$ cat config.mk
export PLATFORM = sky130hd
export DESIGN_NAME = rs232_rx_fifo
export DESIGN_NICKNAME = d
export VERILOG_FILES = /design/src/rtl/rs232_rx_fifo.sv
export SDC_FILE = /design/constraint.sdc
export NUM_CORES = 1
export LEC_CHECK = 0
export CORE_MARGIN = 4
export CORE_UTILIZATION = 50
export CTS_BUF_LIST = sky130_fd_sc_hd__clkbuf_8 sky130_fd_sc_hd__clkbuf_16
export DETAILED_ROUTE_END_ITERATION = 6
export PLACE_DENSITY = 0.68
export SETUP_SLACK_MARGIN = 0.4
export SKIP_LAST_GASP = 1
export SLEW_MARGIN = 20
export SYNTH_ARGS = -nofsm -noshare
export SYNTH_HDL_FRONTEND = slang
export SYNTH_SLANG_ARGS = --single-unit
$ cat constraint.sdc
create_clock -name Ph0 -period 5.75 [get_ports Ph0]
set_input_delay 0.575 -clock Ph0 [delete_from_list [all_inputs] [get_ports Ph0]]
set_output_delay 0.575 -clock Ph0 [all_outputs]
set_load 0.02 [all_outputs]
$ cat src/rtl/rs232_rx_fifo.sv
// rs232_rx_fifo: drains the receiver's holding register into a small
// first-word-fall-through FIFO, acknowledges each captured character with a
// one-cycle readSR pulse, and flags characters lost to a full FIFO.
module rs232_rx_fifo #(
    parameter int DEPTH = 16,
    parameter int AW    = 4
) (
    input  logic          Ph0,
    input  logic          Reset_n,
    input  logic [7:0]    rcvData,
    input  logic          rcvReady,
    output logic          readSR,
    output logic [7:0]    rxData,
    output logic          rxValid,
    input  logic          rxTake,
    output logic [AW:0]   rxCount,
    output logic          overflow,
    input  logic          clrOvf
);

    localparam logic [AW:0] FULL_COUNT = (AW+1)'(DEPTH);

    logic [7:0]    mem [DEPTH];
    logic [AW-1:0] wrPtr;
    logic [AW-1:0] rdPtr;

    logic cap;
    logic pop;
    logic full;
    logic push;
    logic drop;

    // Capture/push/pop decisions; ~readSR blocks re-capturing the character
    // the receiver has not yet had time to release. A pop in the same cycle
    // frees a slot, so a full FIFO still accepts the new character.
    always_comb begin
        cap  = rcvReady & ~readSR;
        pop  = rxTake & rxValid;
        full = (rxCount == FULL_COUNT);
        push = cap & (~full | pop);
        drop = cap & full & ~pop;
    end

    assign rxValid = (rxCount != '0);
    assign rxData  = mem[rdPtr];

    // Control state: acknowledge pulse, pointers, occupancy and sticky overflow.
    always_ff @(posedge Ph0 or negedge Reset_n) begin
        if (!Reset_n) begin
            readSR   <= 1'b0;
            wrPtr    <= '0;
            rdPtr    <= '0;
            rxCount  <= '0;
            overflow <= 1'b0;
        end else begin
            readSR <= cap;
            if (push) begin
                wrPtr <= wrPtr + 1'b1;
            end
            if (pop) begin
                rdPtr <= rdPtr + 1'b1;
            end
            case ({push, pop})
                2'b10:   rxCount <= rxCount + 1'b1;
                2'b01:   rxCount <= rxCount - 1'b1;
                default: rxCount <= rxCount;
            endcase
            // A drop in the same cycle as clrOvf wins so no loss goes unreported.
            if (drop) begin
                overflow <= 1'b1;
            end else if (clrOvf) begin
                overflow <= 1'b0;
            end
        end
    end

    // Character storage; not reset, contents are only meaningful while counted.
    always_ff @(posedge Ph0) begin
        if (push) begin
            mem[wrPtr] <= rcvData;
        end
    end

endmodule

Word level (Yosys, flattened, before mapping). Memories as Yosys holds them, arrays and structs flattened. Index checks and enable logic that the tools add are counted.

Register bits after elaboration: 15. Bits in latches: 0. RAM bits: 128. Memory bits (read-only): 0. Bits of input ports: 13. Output and inout bits: 16. Word-level logic and storage cells: 30. Memories kept: 1.

Memories: mem (depth 16, width 8, read ports 1, clocked after memory_dff 0, wr ports 1, RTL line 23) `logic [7:0] mem [DEPTH];`.

Add/sub/neg operators: 4. Multipliers: 0. Div/mod/pow operators: 0. Order comparisons: 0. Eq/ne operators: 3. Shift operators: 0. Muxes and demuxes: 5. Bitwise gates (word level): 9. Reduce and logical (&&, ||, !) cells: 3.

Operators by type and width (number): case mux 5 bit (2 select lines) (1); adder 4 x 1 -> 4 bit (second input constant) (2); adder 5 x 1 -> 5 bit (second input constant) (1); bitwise AND 1 bit (5); equality test 5 bit (second input constant) (1); nonzero test 5 bit (1); subtractor 5 x 1 -> 5 bit (second input constant) (1); 2-to-1 mux 1 bit (4); nonzero test 2 bit (2); inverter 1 bit (3); equality test 2 x 1 -> 1 bit (second input constant) (1); equality test 2 bit (second input constant) (1); bitwise OR 1 bit (1).

Logic depth before layout (Yosys ltp).
Word-level depth: 6. Gate-level depth with buffers: 10. Depth with buffers taken out: 9.

Worst setup path after synthesis. OpenSTA, ideal clock, no wires.

Kind: in2reg. Start: input port rcvReady. End: register rxCount[4]. Setup time: 0.094 ns. Arrival: 2.642 ns. Required time: 5.656 ns. Path slack: 3.014 ns. Stages on the path: 10. Path buffers: 1. Cell sequence: nand2b_1 > buf_2 > inv_1 > a211oi_2 > xor2_1 > ha_1 > nor2_1 > a2111o_1 > a2111o_1 > a211oi_1.

Longest elaborated chain between the ends: 4. Elaborated cells between the ends (all ways): 6.

RTL lines: start, declared (RTL line 11) `input logic rcvReady,`; bitwise AND 1 bit * (RTL line 37) `cap = rcvReady & ~readSR;`; via cap (RTL line 27) `logic cap;`; bitwise AND 1 bit * (RTL line 40) `push = cap & (~full | pop);`; equality test 2 x 1 -> 1 bit or equality test 2 bit (tied branches) (RTL line 63) `case ({push, pop})`; case mux 5 bit (2 select lines) or nonzero test 2 bit (tied branches); end signal, assigned (RTL line 64) `2'b10: rxCount <= rxCount + 1'b1;`; end signal, assigned (RTL line 65) `2'b01: rxCount <= rxCount - 1'b1;`; end signal, assigned (RTL line 66) `default: rxCount <= rxCount;`; end, declared (RTL line 16) `output logic [AW:0] rxCount,`.

The timed path passes the listed nets; every way through them passes the cells marked *. A chain may end at the register's enable or synchronous reset.

Worst setup path after layout.
Start: register rdPtr[0]. End: output port rxData[3].

Longest elaborated chain between the ends: 1.

RTL lines: start, declared (RTL line 25) `logic [AW-1:0] rdPtr;`; start signal, assigned (RTL line 61) `rdPtr <= rdPtr + 1'b1;`; memory (16 x 8 bit); end, declared (RTL line 13) `output logic [7:0] rxData,`.

No other way between the ends.

==> results.md <==
- Status: completed
- Cell taking the most area after synthesis: edfxtp_1
- Share of layout cells above drive strength 1: 23.5%
- Number of global-route vias before repair: 2823
- Worst r2r src: readSR
- Setup TNS Final: 0 ns
- Largest net degree at the start of global routing: 36
- Max Slew Vio Count: 0
- IO Pins: 29
- CTS tree: yes
- Reg2Reg Setup Slack: 2.79 ns
- CP Data Arrival Time: 3.35 ns
- Nets: 343
- Via density per instance: 5.88
- Rel. slew slack: 45.3%
- Synth Cell Area: 5850 um2
- Syn Nets: 309
- Unrepaired setup endpoints after global routing: false
- Most numerous cell in the Yosys netlist: edfxtp_1
- Die Span X: 116 um
- DRT Wirelength: 11200 um
- Core Footprint: 11400 um2
- Detail Route Antenna Nets: 0
- Register bit total from synthesis: 143
- Sinks on Clock Net: 143
- Hold Crit Start: overflow
- DIE AREA: 13500 um2
- CTS Root Cell: clkbuf_16
- Min setup slack post-route: 1.82 ns
- DRT Pass-1 Iters: 4
- Top post-synthesis cells by area: edfxtp_1, mux4_2, dfrtp_1
- Mean post-synth cell area: 20.2 um2
- Final Critical Period: 3.93 ns
- Distinct cells, synth: 42
- Grt total ovfl: 0
- Worst Skew: 0.00991 ns
- Hold endpoint: overflow
- Worst R2R End: rxCount[4]
- Final number of setup-violating endpoints: 0
- TritonCTS buffer count: 17
- Critical Path Start Type: flip-flop
- Post-CTS setup buffer count: 0
- GRT Overall Usage: 18.2%
- Area Overhead vs Synth: 15.8%
- Post-CTS Hold Buffers: 0
- Hpwl dp: 6710 um
- Crit Path Max Fanout: 23
- Pleak: 2.23 nW
- Starting Density: 51.2%
- Max incr delay on CP: 0.90 ns
- Fmax: 255 MHz
- Worst-Margin Slew: 0.820 ns
- Final instance area: 6770 um2
- DIE HEIGHT: 116 um
- DRC violations left: 0
- R2r worst-path depth: 9
- Final Hold Fails: 0
- Worst-path cell chain: buf_4 > mux4_2 > mux4_2 > clkdlybuf4s50_1
- Placer Congestion: 0.797
- Port bufs: 28
- Post-DP Area: 6250 um2
- Clock transition at path regs: 0.06 ns
- Post-synth ARST share: 10.5%
- Initial drt markers: 382
- CTS max path bufs: 2
- Peak VDD IR: 0.282 mV
- Hold depth: 2
- Yosys warns: 0
- CP max stage cell: dfrtp_2
- Routed vias: 2816
- Period Utilization, post-route: 68.3%
- Max Cap Viol: 0
- Post-synthesis cell count: 289
- Crit. End Element: output port
- PwrDens: 496 nW/um2
- Setup Slack @ Placement: 2.18 ns
- Post-synthesis sequential area ratio: 72.2%
- First-pass GRT wire length: 17200 um
- Synth cell count leaders: edfxtp_1, mux4_2, dfrtp_1
- Clk Latency, worst-skew pair: 0.41 ns
- Primary FF master, synth: edfxtp_1
- Fin util: 59.3%
- Post-synth EDFFs: 128
- CP Class: reg -> out
- Worst Hold Class: reg -> reg
- Wirelength per Cell: 23.4 um
- CP dominant cell by count: mux4_2
- Initial antenna violation count: 0
- Final hold slack: 0.510 ns
- Site Rows: 39
- # resized after CTS: 0
- Req. time, crit path: 5.18 ns
- Antenna diode count: 0
- H-tree levels: 4
- Post-synth top area share: 65.7%
-- routing by layer --
metal | wire length [um] | part of all wire, % | vias to the layer above | GRT usage, %
met5 | 0 | 0 | - | 0
met3 | 594 | 5.3 | 12 | 4.46
met2 | 5340 | 48 | 87 | 26.7
met1 | 5150 | 46 | 1468 | 27.3
met4 | 133 | 1.2 | 0 | 5.80
li1 | - | - | 1249 | -
-- cells in the final DEF (no fill, tap or decap), types with 3 or more instances in the layout --
master / instances
nand2_1: 5
edfxtp_1: 128
clkinv_4: 4
a21oi_1: 4
clkbuf_16: 17
nand3_1: 5
inv_1: 11
clkinv_2: 5
nor2_1: 6
and2_1: 12
xnor2_1: 7
dfrtp_1: 14
mux4_2: 40
ha_1: 7
clkinvlp_4: 3
clkdlybuf4s50_1: 28
-- worst max-delay path: cells and delay by family (launching register included) --
family / cells / cell delay, ns
muxes: 2 / 1.06
buffers and inverters: 2 / 0.97
DFF: 1 / 0.90
-- state kept, by name, summed over array words and instances, names as in the netlist --
name,cells
rxCount,5
overflow,1
rdPtr,4
readSR,1
wrPtr,4
mem,128
-- where the power goes --
| part | total [W] | switching (W) | leakage, nW | internal [W] |
|---|---|---|---|---|
| sequential | 0.00142 | 0.000176 | 1.33 | 0.00124 |
| combinational | 0.000981 | 0.000441 | 0.643 | 0.000540 |
| clock | 0.000961 | 0.000415 | 0.257 | 0.000546 |
| total | 0.00336 | 0.00103 | 2.23 | 0.00233 |
-- kinds of logic (layout without fill, tap and decap cells) --
kind of cell               after synthesis  in the layout  synth area share, %
DFF                                    143            143                 72.2
and+or+nand+nor                         43             43                 4.43
muxes                                   42             42                 15.8
buffers and inverters                   25             72                 1.90
AOI/OAI and AO/OA                       20             20                 2.87
xor gates and xnor gates                 9              9                 1.35
adders and majority gates                7              7                 1.50
-- area by class of cell --
cell class	count	area [um2]
fill	846	4650
sequential	143	4220
multi-input combinational	121	1520
clock buffer	17	425
timing repair buffer	30	295
tap	143	179
clock inverter	15	98.8
inverter	10	37.5
-- per-stage QoR --
stage / std cells / total power (W)
2_1_floorplan: 289 / 0.00210
3_3_place_gp: 447 / 0.00243
3_5_place_dp: 447 / 0.00243
4_1_cts: 479 / 0.00339
5_1_grt: 479 / 0.00353
6_report: 479 / 0.00336
-- how the worst max path moves through the flow --
stage | to | cells past startpoint | startpoint
after global routing | rxData[3] | 4 | rdPtr[0]
final | rxData[3] | 4 | rdPtr[0]
after detailed placement | rxData[3] | 4 | rdPtr[0]
after global placement | rxData[3] | 4 | rdPtr[0]
after CTS | rxData[3] | 4 | rdPtr[0]
after floorplan | rxCount[4] | 10 | rcvReady
No activity file was read; power rests on OpenSTA's default activity.
